--- src/rtl/ysyx_23060221_axi_pkg.sv ---
// ysyx_23060221_axi_pkg: grant/state encodings and AXI response codes shared by the arbiter slice
package ysyx_23060221_axi_pkg;
    localparam logic [1:0] GNT_NONE   = 2'd0;
    localparam logic [1:0] GNT_IFU_RD = 2'd1;
    localparam logic [1:0] GNT_LSU_RD = 2'd2;
    localparam logic [1:0] GNT_LSU_WR = 2'd3;
    localparam logic [1:0] OKAY       = 2'b00;
    localparam logic [1:0] SLVERR     = 2'b10;
    localparam logic [1:0] DECERR     = 2'b11;
endpackage

--- src/rtl/ysyx_23060221_axi_arbiter_if.sv ---
// ysyx_23060221_axi_arbiter_if: one AXI4 port (AR/R/AW/W/B) with master and slave modports
interface ysyx_23060221_axi_arbiter_if #(
    parameter int ADDR_W = 32,
    parameter int DATA_W = 32
);
    logic              arvalid, arready;
    logic [ADDR_W-1:0] araddr;
    logic [3:0]        arid;
    logic [7:0]        arlen;
    logic [2:0]        arsize;
    logic [1:0]        arburst;
    logic              rvalid, rready;
    logic [DATA_W-1:0] rdata;
    logic [1:0]        rresp;
    logic              rlast;
    logic [3:0]        rid;
    logic              awvalid, awready;
    logic [ADDR_W-1:0] awaddr;
    logic [3:0]        awid;
    logic [7:0]        awlen;
    logic [2:0]        awsize;
    logic [1:0]        awburst;
    logic              wvalid, wready;
    logic [DATA_W-1:0] wdata;
    logic [DATA_W/8-1:0] wstrb;
    logic              wlast;
    logic              bvalid, bready;
    logic [1:0]        bresp;
    logic [3:0]        bid;
    modport master (
        output arvalid, araddr, arid, arlen, arsize, arburst, input arready,
        input rvalid, rdata, rresp, rlast, rid, output rready,
        output awvalid, awaddr, awid, awlen, awsize, awburst, input awready,
        output wvalid, wdata, wstrb, wlast, input wready,
        input bvalid, bresp, bid, output bready
    );
    modport slave (
        input arvalid, araddr, arid, arlen, arsize, arburst, output arready,
        output rvalid, rdata, rresp, rlast, rid, input rready,
        input awvalid, awaddr, awid, awlen, awsize, awburst, output awready,
        input wvalid, wdata, wstrb, wlast, output wready,
        output bvalid, bresp, bid, input bready
    );
endinterface

--- src/rtl/ysyx_23060221_arb_pick.sv ---
// ysyx_23060221_arb_pick: IDLE-cycle winner selection; fixed lsu_aw > lsu_ar > ifu_ar, or IFU/LSU round-robin under ARB_RR_EN
module ysyx_23060221_arb_pick
    import ysyx_23060221_axi_pkg::*;
(
    input  logic       i_ifu_ar,
    input  logic       i_lsu_ar,
    input  logic       i_lsu_aw,
`ifdef ARB_RR_EN
    input  logic       i_lsu_pref,
`endif
    output logic [1:0] o_gnt
);
    logic [1:0] w_lsu;
    // LSU candidate: a write beats a read inside the LSU class
    always_comb w_lsu = i_lsu_aw ? GNT_LSU_WR : i_lsu_ar ? GNT_LSU_RD : GNT_NONE;
`ifdef ARB_RR_EN
    // IFU wins unless the pointer favours LSU and LSU is actually requesting
    always_comb o_gnt = (i_ifu_ar && !(i_lsu_pref && w_lsu != GNT_NONE)) ? GNT_IFU_RD : w_lsu;
`else
    // any LSU request outranks the IFU
    always_comb o_gnt = w_lsu != GNT_NONE ? w_lsu : i_ifu_ar ? GNT_IFU_RD : GNT_NONE;
`endif
endmodule

--- src/rtl/ysyx_23060221_axi_arbiter.sv ---
// ysyx_23060221_axi_arbiter: IFU/LSU to single AXI master arbiter; ARB_RR_EN selects round-robin instead of fixed priority
module ysyx_23060221_axi_arbiter
    import ysyx_23060221_axi_pkg::*;
#(
    parameter int ADDR_W = 32,
    parameter int DATA_W = 32
)(
    input  logic       clk,
    input  logic       rst,
    ysyx_23060221_axi_arbiter_if.slave  ifu,
    ysyx_23060221_axi_arbiter_if.slave  lsu,
    ysyx_23060221_axi_arbiter_if.master m,
    output logic [1:0] grant_o
);
    logic [1:0]        r_gnt, w_pick, w_nxt;
    logic              w_ifu_rd, w_lsu_rd, w_lsu_wr, w_rdone, w_bdone, w_unused;
    logic [ADDR_W-1:0] w_araddr;
    logic [DATA_W-1:0] w_wdata;
`ifdef ARB_RR_EN
    logic              r_lsu_pref;
`endif

    ysyx_23060221_arb_pick u_pick (
        .i_ifu_ar   (ifu.arvalid),
        .i_lsu_ar   (lsu.arvalid),
        .i_lsu_aw   (lsu.awvalid),
`ifdef ARB_RR_EN
        .i_lsu_pref (r_lsu_pref),
`endif
        .o_gnt      (w_pick)
    );

    assign w_ifu_rd = r_gnt == GNT_IFU_RD;
    assign w_lsu_rd = r_gnt == GNT_LSU_RD;
    assign w_lsu_wr = r_gnt == GNT_LSU_WR;
    assign w_rdone  = m.rvalid & m.rready & m.rlast;
    assign w_bdone  = m.bvalid & m.bready;
    assign grant_o  = r_gnt;

    // next owner: pick only from IDLE, release straight to IDLE on the final handshake
    always_comb w_nxt = r_gnt == GNT_NONE ? w_pick : (w_lsu_wr ? w_bdone : w_rdone) ? GNT_NONE : r_gnt;

    // grant register doubles as the FSM state
    always_ff @(posedge clk) begin
        if (rst) r_gnt <= GNT_NONE;
        else     r_gnt <= w_nxt;
    end

`ifdef ARB_RR_EN
    // remember which class won last so the other one is preferred next time
    always_ff @(posedge clk) begin
        if (rst)                                         r_lsu_pref <= 1'b0;
        else if (r_gnt == GNT_NONE && w_pick != GNT_NONE) r_lsu_pref <= w_pick == GNT_IFU_RD;
    end
`endif

    assign w_araddr  = w_lsu_rd ? lsu.araddr : ifu.araddr;
    assign m.arvalid = (w_ifu_rd & ifu.arvalid) | (w_lsu_rd & lsu.arvalid);
    assign m.araddr  = w_araddr;
    assign m.arid    = w_lsu_rd ? lsu.arid    : ifu.arid;
    assign m.arlen   = w_lsu_rd ? lsu.arlen   : ifu.arlen;
    assign m.arsize  = w_lsu_rd ? lsu.arsize  : ifu.arsize;
    assign m.arburst = w_lsu_rd ? lsu.arburst : ifu.arburst;
    assign ifu.arready = w_ifu_rd & m.arready;
    assign lsu.arready = w_lsu_rd & m.arready;

    assign m.rready  = (w_ifu_rd & ifu.rready) | (w_lsu_rd & lsu.rready);
    assign ifu.rvalid = w_ifu_rd & m.rvalid;
    assign lsu.rvalid = w_lsu_rd & m.rvalid;
    assign ifu.rdata = m.rdata;
    assign ifu.rresp = m.rresp;
    assign ifu.rlast = m.rlast;
    assign ifu.rid   = m.rid;
    assign lsu.rdata = m.rdata;
    assign lsu.rresp = m.rresp;
    assign lsu.rlast = m.rlast;
    assign lsu.rid   = m.rid;

    assign w_wdata   = lsu.wdata;
    assign m.awvalid = w_lsu_wr & lsu.awvalid;
    assign m.awaddr  = lsu.awaddr;
    assign m.awid    = lsu.awid;
    assign m.awlen   = lsu.awlen;
    assign m.awsize  = lsu.awsize;
    assign m.awburst = lsu.awburst;
    assign lsu.awready = w_lsu_wr & m.awready;
    assign m.wvalid  = w_lsu_wr & lsu.wvalid;
    assign m.wdata   = w_wdata;
    assign m.wstrb   = lsu.wstrb;
    assign m.wlast   = lsu.wlast;
    assign lsu.wready = w_lsu_wr & m.wready;
    assign m.bready  = w_lsu_wr & lsu.bready;
    assign lsu.bvalid = w_lsu_wr & m.bvalid;
    assign lsu.bresp = m.bresp;
    assign lsu.bid   = m.bid;

    // the IFU never writes
    assign ifu.awready = 1'b0;
    assign ifu.wready  = 1'b0;
    assign ifu.bvalid  = 1'b0;
    assign ifu.bresp   = OKAY;
    assign ifu.bid     = 4'd0;
    assign w_unused = &{1'b0, ifu.awvalid, ifu.awaddr, ifu.awid, ifu.awlen, ifu.awsize, ifu.awburst,
                        ifu.wvalid, ifu.wdata, ifu.wstrb, ifu.wlast, ifu.bready};
endmodule

--- src/flat_wrapper.sv ---
// flat-port wrapper written by rule: the top's interface ports become plain ports
module ysyx_23060221_axi_arbiter_flat import ysyx_23060221_axi_pkg::*;
#(
    parameter int ADDR_W = 32,
    parameter int DATA_W = 32
)
  (clk, rst, grant_o, ifu_arvalid, ifu_araddr, ifu_arid, ifu_arlen, ifu_arsize, ifu_arburst, ifu_arready, ifu_rvalid, ifu_rdata, ifu_rresp, ifu_rlast, ifu_rid, ifu_rready, ifu_awvalid, ifu_awaddr, ifu_awid, ifu_awlen, ifu_awsize, ifu_awburst, ifu_awready, ifu_wvalid, ifu_wdata, ifu_wstrb, ifu_wlast, ifu_wready, ifu_bvalid, ifu_bresp, ifu_bid, ifu_bready, lsu_arvalid, lsu_araddr, lsu_arid, lsu_arlen, lsu_arsize, lsu_arburst, lsu_arready, lsu_rvalid, lsu_rdata, lsu_rresp, lsu_rlast, lsu_rid, lsu_rready, lsu_awvalid, lsu_awaddr, lsu_awid, lsu_awlen, lsu_awsize, lsu_awburst, lsu_awready, lsu_wvalid, lsu_wdata, lsu_wstrb, lsu_wlast, lsu_wready, lsu_bvalid, lsu_bresp, lsu_bid, lsu_bready, m_arvalid, m_araddr, m_arid, m_arlen, m_arsize, m_arburst, m_arready, m_rvalid, m_rdata, m_rresp, m_rlast, m_rid, m_rready, m_awvalid, m_awaddr, m_awid, m_awlen, m_awsize, m_awburst, m_awready, m_wvalid, m_wdata, m_wstrb, m_wlast, m_wready, m_bvalid, m_bresp, m_bid, m_bready);
  ysyx_23060221_axi_arbiter_if #(.ADDR_W(ADDR_W), .DATA_W(DATA_W)) ifu_i ();
  ysyx_23060221_axi_arbiter_if #(.ADDR_W(ADDR_W), .DATA_W(DATA_W)) lsu_i ();
  ysyx_23060221_axi_arbiter_if #(.ADDR_W(ADDR_W), .DATA_W(DATA_W)) m_i ();
  input  logic clk;
  input  logic rst;
  output logic [1:0] grant_o;
  input wire logic [$bits(ifu_i.arvalid)-1:0] ifu_arvalid;
  input wire logic [$bits(ifu_i.araddr)-1:0] ifu_araddr;
  input wire logic [$bits(ifu_i.arid)-1:0] ifu_arid;
  input wire logic [$bits(ifu_i.arlen)-1:0] ifu_arlen;
  input wire logic [$bits(ifu_i.arsize)-1:0] ifu_arsize;
  input wire logic [$bits(ifu_i.arburst)-1:0] ifu_arburst;
  output wire logic [$bits(ifu_i.arready)-1:0] ifu_arready;
  output wire logic [$bits(ifu_i.rvalid)-1:0] ifu_rvalid;
  output wire logic [$bits(ifu_i.rdata)-1:0] ifu_rdata;
  output wire logic [$bits(ifu_i.rresp)-1:0] ifu_rresp;
  output wire logic [$bits(ifu_i.rlast)-1:0] ifu_rlast;
  output wire logic [$bits(ifu_i.rid)-1:0] ifu_rid;
  input wire logic [$bits(ifu_i.rready)-1:0] ifu_rready;
  input wire logic [$bits(ifu_i.awvalid)-1:0] ifu_awvalid;
  input wire logic [$bits(ifu_i.awaddr)-1:0] ifu_awaddr;
  input wire logic [$bits(ifu_i.awid)-1:0] ifu_awid;
  input wire logic [$bits(ifu_i.awlen)-1:0] ifu_awlen;
  input wire logic [$bits(ifu_i.awsize)-1:0] ifu_awsize;
  input wire logic [$bits(ifu_i.awburst)-1:0] ifu_awburst;
  output wire logic [$bits(ifu_i.awready)-1:0] ifu_awready;
  input wire logic [$bits(ifu_i.wvalid)-1:0] ifu_wvalid;
  input wire logic [$bits(ifu_i.wdata)-1:0] ifu_wdata;
  input wire logic [$bits(ifu_i.wstrb)-1:0] ifu_wstrb;
  input wire logic [$bits(ifu_i.wlast)-1:0] ifu_wlast;
  output wire logic [$bits(ifu_i.wready)-1:0] ifu_wready;
  output wire logic [$bits(ifu_i.bvalid)-1:0] ifu_bvalid;
  output wire logic [$bits(ifu_i.bresp)-1:0] ifu_bresp;
  output wire logic [$bits(ifu_i.bid)-1:0] ifu_bid;
  input wire logic [$bits(ifu_i.bready)-1:0] ifu_bready;
  input wire logic [$bits(lsu_i.arvalid)-1:0] lsu_arvalid;
  input wire logic [$bits(lsu_i.araddr)-1:0] lsu_araddr;
  input wire logic [$bits(lsu_i.arid)-1:0] lsu_arid;
  input wire logic [$bits(lsu_i.arlen)-1:0] lsu_arlen;
  input wire logic [$bits(lsu_i.arsize)-1:0] lsu_arsize;
  input wire logic [$bits(lsu_i.arburst)-1:0] lsu_arburst;
  output wire logic [$bits(lsu_i.arready)-1:0] lsu_arready;
  output wire logic [$bits(lsu_i.rvalid)-1:0] lsu_rvalid;
  output wire logic [$bits(lsu_i.rdata)-1:0] lsu_rdata;
  output wire logic [$bits(lsu_i.rresp)-1:0] lsu_rresp;
  output wire logic [$bits(lsu_i.rlast)-1:0] lsu_rlast;
  output wire logic [$bits(lsu_i.rid)-1:0] lsu_rid;
  input wire logic [$bits(lsu_i.rready)-1:0] lsu_rready;
  input wire logic [$bits(lsu_i.awvalid)-1:0] lsu_awvalid;
  input wire logic [$bits(lsu_i.awaddr)-1:0] lsu_awaddr;
  input wire logic [$bits(lsu_i.awid)-1:0] lsu_awid;
  input wire logic [$bits(lsu_i.awlen)-1:0] lsu_awlen;
  input wire logic [$bits(lsu_i.awsize)-1:0] lsu_awsize;
  input wire logic [$bits(lsu_i.awburst)-1:0] lsu_awburst;
  output wire logic [$bits(lsu_i.awready)-1:0] lsu_awready;
  input wire logic [$bits(lsu_i.wvalid)-1:0] lsu_wvalid;
  input wire logic [$bits(lsu_i.wdata)-1:0] lsu_wdata;
  input wire logic [$bits(lsu_i.wstrb)-1:0] lsu_wstrb;
  input wire logic [$bits(lsu_i.wlast)-1:0] lsu_wlast;
  output wire logic [$bits(lsu_i.wready)-1:0] lsu_wready;
  output wire logic [$bits(lsu_i.bvalid)-1:0] lsu_bvalid;
  output wire logic [$bits(lsu_i.bresp)-1:0] lsu_bresp;
  output wire logic [$bits(lsu_i.bid)-1:0] lsu_bid;
  input wire logic [$bits(lsu_i.bready)-1:0] lsu_bready;
  output wire logic [$bits(m_i.arvalid)-1:0] m_arvalid;
  output wire logic [$bits(m_i.araddr)-1:0] m_araddr;
  output wire logic [$bits(m_i.arid)-1:0] m_arid;
  output wire logic [$bits(m_i.arlen)-1:0] m_arlen;
  output wire logic [$bits(m_i.arsize)-1:0] m_arsize;
  output wire logic [$bits(m_i.arburst)-1:0] m_arburst;
  input wire logic [$bits(m_i.arready)-1:0] m_arready;
  input wire logic [$bits(m_i.rvalid)-1:0] m_rvalid;
  input wire logic [$bits(m_i.rdata)-1:0] m_rdata;
  input wire logic [$bits(m_i.rresp)-1:0] m_rresp;
  input wire logic [$bits(m_i.rlast)-1:0] m_rlast;
  input wire logic [$bits(m_i.rid)-1:0] m_rid;
  output wire logic [$bits(m_i.rready)-1:0] m_rready;
  output wire logic [$bits(m_i.awvalid)-1:0] m_awvalid;
  output wire logic [$bits(m_i.awaddr)-1:0] m_awaddr;
  output wire logic [$bits(m_i.awid)-1:0] m_awid;
  output wire logic [$bits(m_i.awlen)-1:0] m_awlen;
  output wire logic [$bits(m_i.awsize)-1:0] m_awsize;
  output wire logic [$bits(m_i.awburst)-1:0] m_awburst;
  input wire logic [$bits(m_i.awready)-1:0] m_awready;
  output wire logic [$bits(m_i.wvalid)-1:0] m_wvalid;
  output wire logic [$bits(m_i.wdata)-1:0] m_wdata;
  output wire logic [$bits(m_i.wstrb)-1:0] m_wstrb;
  output wire logic [$bits(m_i.wlast)-1:0] m_wlast;
  input wire logic [$bits(m_i.wready)-1:0] m_wready;
  input wire logic [$bits(m_i.bvalid)-1:0] m_bvalid;
  input wire logic [$bits(m_i.bresp)-1:0] m_bresp;
  input wire logic [$bits(m_i.bid)-1:0] m_bid;
  output wire logic [$bits(m_i.bready)-1:0] m_bready;
  assign ifu_i.arvalid = ifu_arvalid;
  assign ifu_i.araddr = ifu_araddr;
  assign ifu_i.arid = ifu_arid;
  assign ifu_i.arlen = ifu_arlen;
  assign ifu_i.arsize = ifu_arsize;
  assign ifu_i.arburst = ifu_arburst;
  assign ifu_arready = ifu_i.arready;
  assign ifu_rvalid = ifu_i.rvalid;
  assign ifu_rdata = ifu_i.rdata;
  assign ifu_rresp = ifu_i.rresp;
  assign ifu_rlast = ifu_i.rlast;
  assign ifu_rid = ifu_i.rid;
  assign ifu_i.rready = ifu_rready;
  assign ifu_i.awvalid = ifu_awvalid;
  assign ifu_i.awaddr = ifu_awaddr;
  assign ifu_i.awid = ifu_awid;
  assign ifu_i.awlen = ifu_awlen;
  assign ifu_i.awsize = ifu_awsize;
  assign ifu_i.awburst = ifu_awburst;
  assign ifu_awready = ifu_i.awready;
  assign ifu_i.wvalid = ifu_wvalid;
  assign ifu_i.wdata = ifu_wdata;
  assign ifu_i.wstrb = ifu_wstrb;
  assign ifu_i.wlast = ifu_wlast;
  assign ifu_wready = ifu_i.wready;
  assign ifu_bvalid = ifu_i.bvalid;
  assign ifu_bresp = ifu_i.bresp;
  assign ifu_bid = ifu_i.bid;
  assign ifu_i.bready = ifu_bready;
  assign lsu_i.arvalid = lsu_arvalid;
  assign lsu_i.araddr = lsu_araddr;
  assign lsu_i.arid = lsu_arid;
  assign lsu_i.arlen = lsu_arlen;
  assign lsu_i.arsize = lsu_arsize;
  assign lsu_i.arburst = lsu_arburst;
  assign lsu_arready = lsu_i.arready;
  assign lsu_rvalid = lsu_i.rvalid;
  assign lsu_rdata = lsu_i.rdata;
  assign lsu_rresp = lsu_i.rresp;
  assign lsu_rlast = lsu_i.rlast;
  assign lsu_rid = lsu_i.rid;
  assign lsu_i.rready = lsu_rready;
  assign lsu_i.awvalid = lsu_awvalid;
  assign lsu_i.awaddr = lsu_awaddr;
  assign lsu_i.awid = lsu_awid;
  assign lsu_i.awlen = lsu_awlen;
  assign lsu_i.awsize = lsu_awsize;
  assign lsu_i.awburst = lsu_awburst;
  assign lsu_awready = lsu_i.awready;
  assign lsu_i.wvalid = lsu_wvalid;
  assign lsu_i.wdata = lsu_wdata;
  assign lsu_i.wstrb = lsu_wstrb;
  assign lsu_i.wlast = lsu_wlast;
  assign lsu_wready = lsu_i.wready;
  assign lsu_bvalid = lsu_i.bvalid;
  assign lsu_bresp = lsu_i.bresp;
  assign lsu_bid = lsu_i.bid;
  assign lsu_i.bready = lsu_bready;
  assign m_arvalid = m_i.arvalid;
  assign m_araddr = m_i.araddr;
  assign m_arid = m_i.arid;
  assign m_arlen = m_i.arlen;
  assign m_arsize = m_i.arsize;
  assign m_arburst = m_i.arburst;
  assign m_i.arready = m_arready;
  assign m_i.rvalid = m_rvalid;
  assign m_i.rdata = m_rdata;
  assign m_i.rresp = m_rresp;
  assign m_i.rlast = m_rlast;
  assign m_i.rid = m_rid;
  assign m_rready = m_i.rready;
  assign m_awvalid = m_i.awvalid;
  assign m_awaddr = m_i.awaddr;
  assign m_awid = m_i.awid;
  assign m_awlen = m_i.awlen;
  assign m_awsize = m_i.awsize;
  assign m_awburst = m_i.awburst;
  assign m_i.awready = m_awready;
  assign m_wvalid = m_i.wvalid;
  assign m_wdata = m_i.wdata;
  assign m_wstrb = m_i.wstrb;
  assign m_wlast = m_i.wlast;
  assign m_i.wready = m_wready;
  assign m_i.bvalid = m_bvalid;
  assign m_i.bresp = m_bresp;
  assign m_i.bid = m_bid;
  assign m_bready = m_i.bready;
  ysyx_23060221_axi_arbiter #(.ADDR_W(ADDR_W), .DATA_W(DATA_W)) u_core (.clk(clk), .rst(rst), .ifu(ifu_i), .lsu(lsu_i), .m(m_i), .grant_o(grant_o));
endmodule
--- config.mk ---
export PLATFORM = sky130hd
export DESIGN_NAME = ysyx_23060221_axi_arbiter_flat
export DESIGN_NICKNAME = d
export VERILOG_FILES = /design/src/rtl/ysyx_23060221_axi_pkg.sv /design/src/rtl/ysyx_23060221_axi_arbiter_if.sv /design/src/rtl/ysyx_23060221_arb_pick.sv /design/src/rtl/ysyx_23060221_axi_arbiter.sv /design/src/flat_wrapper.sv
export SDC_FILE = /design/constraint.sdc
export NUM_CORES = 1
export LEC_CHECK = 0
export ABC_AREA = 1
export BUFFER_PORTS_ARGS = -buffer_cell sky130_fd_sc_hd__buf_2
export CAP_MARGIN = 30
export CORE_AREA = 2 2 221 223
export DETAILED_ROUTE_END_ITERATION = 6
export DIE_AREA = 0 0 223 225
export HOLD_SLACK_MARGIN = 0.06
export PLACE_DENSITY = 0.3
export SLEW_MARGIN = 40
export SYNTH_ARGS = -nofsm -noshare
export SYNTH_HDL_FRONTEND = slang
export SYNTH_HIERARCHICAL = 1
export SYNTH_SLANG_ARGS = --single-unit
--- constraint.sdc ---
create_clock -name clk -period 2.95 [get_ports clk]
set_input_delay 0.295 -clock clk [delete_from_list [all_inputs] [get_ports clk]]
set_output_delay 0.295 -clock clk [all_outputs]
set_load 0.1 [all_outputs]
### After elaboration in Yosys (flattened, before gate mapping)

Index checks and enable logic that the tools add are counted.

* bits of input ports: 332
* output and inout port bits: 242
* logic and storage cells: 38
* register bits after elaboration: 2

* bitwise operators: 19
* multiplexer cells: 12
* equal/unequal tests: 3
* reductions and logical operators: 3

Operators with widths (number)
* $mux 32: 1
* $and 1x1->1: 17
* $mux 2: 6
* $mux 8: 1
* $eq 2x2->1 const B: 2
* $mux 4: 1
* $reduce_bool 2->1: 2
* $mux 3: 1
* $eq 2x1->1 const B: 1
* $logic_not 2->1: 1
* $mux 1: 2
* $or 1x1->1: 2

### Depth between registers and ports, before layout

* word-level depth: 8
* mapped depth: 7
* depth with buffers taken out: 6

### Hierarchy

Netlist, hierarchy kept.

Modules (own cells, without submodules)
* ysyx_23060221_axi_arbiter: area an instance 2373.5 µm², cells each 279, sequential area each 40.0 µm², times used 1
* ysyx_23060221_arb_pick: area an instance 18.8 µm², cells each 5, sequential area each 0.0 µm², times used 1

### Worst setup path after synthesis

No wires, ideal clock.

* path kind: register to output
* start: register u_core.r_gnt[1], in the netlist u_core/grant_o[1]
* end: output port lsu_arready
* buffers on the path: 2
* arrival time: 2729 ps
* slack: -74 ps
* data required time: 2655 ps
* cell stages (with the launch flop): 5
* cells stage by stage: dfxtp_1 buf_4 nand2_4 buf_6 nor2_1

* cells in the longest elaborated chain, start to end: 2

RTL lines
* start: declaration: RTL line ysyx_23060221_axi_arbiter.sv:15 `logic [1:0] r_gnt, w_pick, w_nxt;`
* start signal: assignment: RTL line ysyx_23060221_axi_arbiter.sv:46 `else r_gnt <= w_nxt;`
* $eq 2x2->1: RTL line ysyx_23060221_axi_arbiter.sv:34 `assign w_lsu_rd = r_gnt == GNT_LSU_RD;`
* $and 1x1->1: RTL line ysyx_23060221_axi_arbiter.sv:65 `assign lsu.arready = w_lsu_rd & m.arready;`
* end: declaration: RTL line flat_wrapper.sv:49 `output wire logic [$bits(lsu_i.arready)-1:0] lsu_arready;`

No other way between the ends.

### Worst setup path in the final report

* start: register u_core.r_gnt[1], in the netlist u_core/grant_o[1]
* end: output port m_araddr[23]

* cells in the longest elaborated chain, start to end: 2

RTL lines
* $eq 2x2->1: RTL line ysyx_23060221_axi_arbiter.sv:34
* $mux 32: RTL line ysyx_23060221_axi_arbiter.sv:57 `assign w_araddr = w_lsu_rd ? lsu.araddr : ifu.araddr;`
* end: declaration: RTL line flat_wrapper.sv:73 `output wire logic [$bits(m_i.araddr)-1:0] m_araddr;`

No other way between the ends.

==> reports/results.ini <==
[detailed_routing]
drtAntennaViolNets = 0
wl_um = 11000
routedWlPerCell_um = 12.1
routed_via_density = 1.94
first_pass_iters = 3
drc = 0
dr_total_vias = 1752
drtIter0Drc = 58

[finish]
area_delta_synth_final_pct = 16.7
fillers = 5612
fin_util = 0.0587
final_common_cell = buf_2
n_antenna_cell = 0
nets = 624
drive_gt1_frac = 0.810
largest_reg_flops = 2
finalNonFillerCells = 905
final_cell_mix = buf_2 (176), mux2_4 (48), nor2_1 (12)

[synth]
netlist_area_um2 = 2390
synth_compound_area_frac = 0.00628
synth_cells = 284
ys_types = 13
yosys_warnings = 6
synth_fa_ha_area_frac = 0
synthMuxAreaShare = 0.306
synth_top_family_by_area = buffers and inverters
ys_seq_elements = 2
synthXorXnorAreaFrac = 0
synth_area_per_cell_um2 = 8.42
synthSimpleGateAreaFrac = 0.0554
seq_area_frac_synth = 0.0167

[setup_path]
worstPathCellList = nand2_4 -> buf_12 -> mux2_4 -> buf_2
arrival_ns = 2.01
worstPathRequired_ns = 2.65
critPathKind = flip-flop to primary output
path_max_fanout = 18
worstSetupEndpointType = primary output
cp_slowest_stage_delay_ns = 0.55
cp-start-kind = flip-flop
crit_buf_inv = 2
worst_path_max_delay_cell = dfxtp_1
crit_family = buffers and inverters

[grt]
antenna_found_initial = 0
grt_overflow = 0
grt_pass1_vias = 1643
track_usage = 0.0395
grt_pass1_wl_um = 13400
grt_max_degree = 19

[pwr]
power_frac_comb = 0.835
pwr_density_cell_nw_per_um2 = 525
p_switching_mw = 0.980
p_leak_nw = 1.41
ir_worst_vdd_mv = 0.133
intPower_mw = 0.486
seqPwrFrac = 0.027
p_clk_frac = 0.138
switching_share = 0.669

[timing]
rsz0062_at_grt = false
period_needed_ns = 2.31
slew_headroom = 0.646
worst_slew_pin_slew_ns = 0.535
finalHoldViolCount = 0
finalSetupTns_ns = 0
fin_skew_ns = 0.000462
fmax_mhz = 433
period_share = 0.782
maxSlewViolCount = 0
setup_violations = 0

[worst_hold_path]
holdCritPathClass = input pin to flip-flop

[clock_tree]
cts_buffer_depth = 2
cts-buffers-inserted = 3
h-tree-depth = 1
path_clk_slew_ns = 0.03
ctsResizeCount = 0
cts_tree = built
cts-root-buf = clkbuf_16
cts_sinks = 2
post_cts.repair.setup_buffers = 0
ctsHoldBuffers = 0
insertion_delay_ns = 0.22

[outcome]
outcome = completed

[flow_run]
max_cap_violations = 0

[die]
core_area_um2 = 47500
ios = 574
die_area_um2 = 50200
start_util = 0.0503
rows = 80
dieHeight_um = 225
die_w_um = 223

[placement]
dp.cells = 902
place_hpwl_um = 10200
gp_congestion = 0.596
io_buffers = 177

==> cell usage after synthesis <==
cell type | number | share of area
inv_1 | 11 | 0.017
buf_6 | 6 | 0.028
nand2_1 | 11 | 0.017
inv_6 | 1 | 0.0037
dfxtp_1 | 2 | 0.017
nor2_1 | 12 | 0.019
a21oi_1 | 3 | 0.0063
mux2_2 | 1 | 0.0047
mux2_4 | 48 | 0.30
nand2_4 | 1 | 0.0047
conb_1 | 1 | 0.0016
buf_4 | 180 | 0.56
nand3_1 | 7 | 0.015
==> power groups by stage <==
stage / sequential, mW / combinational, mW / clock [mW]
CTS: 0.0403 / 1.24 / 0.206
floorplan: 0.0604 / 2.11 / 0
detailed placement: 0.0406 / 1.24 / 0
finish: 0.0397 / 1.22 / 0.202
global placement: 0.0409 / 1.24 / 0
global route: 0.0409 / 1.27 / 0.208
==> final cells by class <==
cell class              instances  area (um^2)  share of cell area
clock buffers                   3         75.1              0.0269
inverters                      12         50.0              0.0179
multi-input cells              92          913               0.327
flip-flops and latches          2         40.0              0.0143
well taps                     615          769               0.276
repair buffers                181          943               0.338
==> cell families after synthesis <==
group                  after synthesis
AOI/OAI and AO/OA                    3
DFF                                  2
buffers and inverters              198
muxes                               49
other                                1
and+or+nand+nor                     31
==> per-layer routing <==
| layer | part of all wire | vias to the layer above | track usage |
|---|---|---|---|
| met2 | 0.45 | 291 | 0.0673 |
| met4 | 0.039 | 2 | 0.0186 |
| li1 | - | 718 | - |
| met1 | 0.21 | 698 | 0.0227 |
| met3 | 0.29 | 43 | 0.0475 |
| met5 | 0.0081 | - | 0.0127 |
==> final timing paths <==
| path | cells past startpoint | startpoint | slack [ns] | endpoint |
|---|---|---|---|---|
| setup / recovery | 4 | u_core/grant_o[1] | 0.64 | m_araddr[23] |
| hold / removal | 2 | rst | 0.26 | u_core/grant_o[0] |
| setup reg to reg | 6 | u_core/grant_o[1] | 1.65 | u_core/grant_o[1] |
| hold reg to reg | 2 | u_core/grant_o[1] | 0.67 | u_core/grant_o[1] |
==> per-stage QoR <==
step	hold WS (ns)	total power, mW	cell area (um^2)	setup slack (ns)
after floorplan	0.364	2.17	2420	-0.0737
after global placement	0.482	1.28	2720	0.786
after CTS	0.262	1.48	2790	0.582
after detailed placement	0.490	1.28	2720	0.818
after global routing	0.276	1.52	2790	0.497
final	0.261	1.47	2790	0.642
No activity file was read; power rests on OpenSTA's default activity.
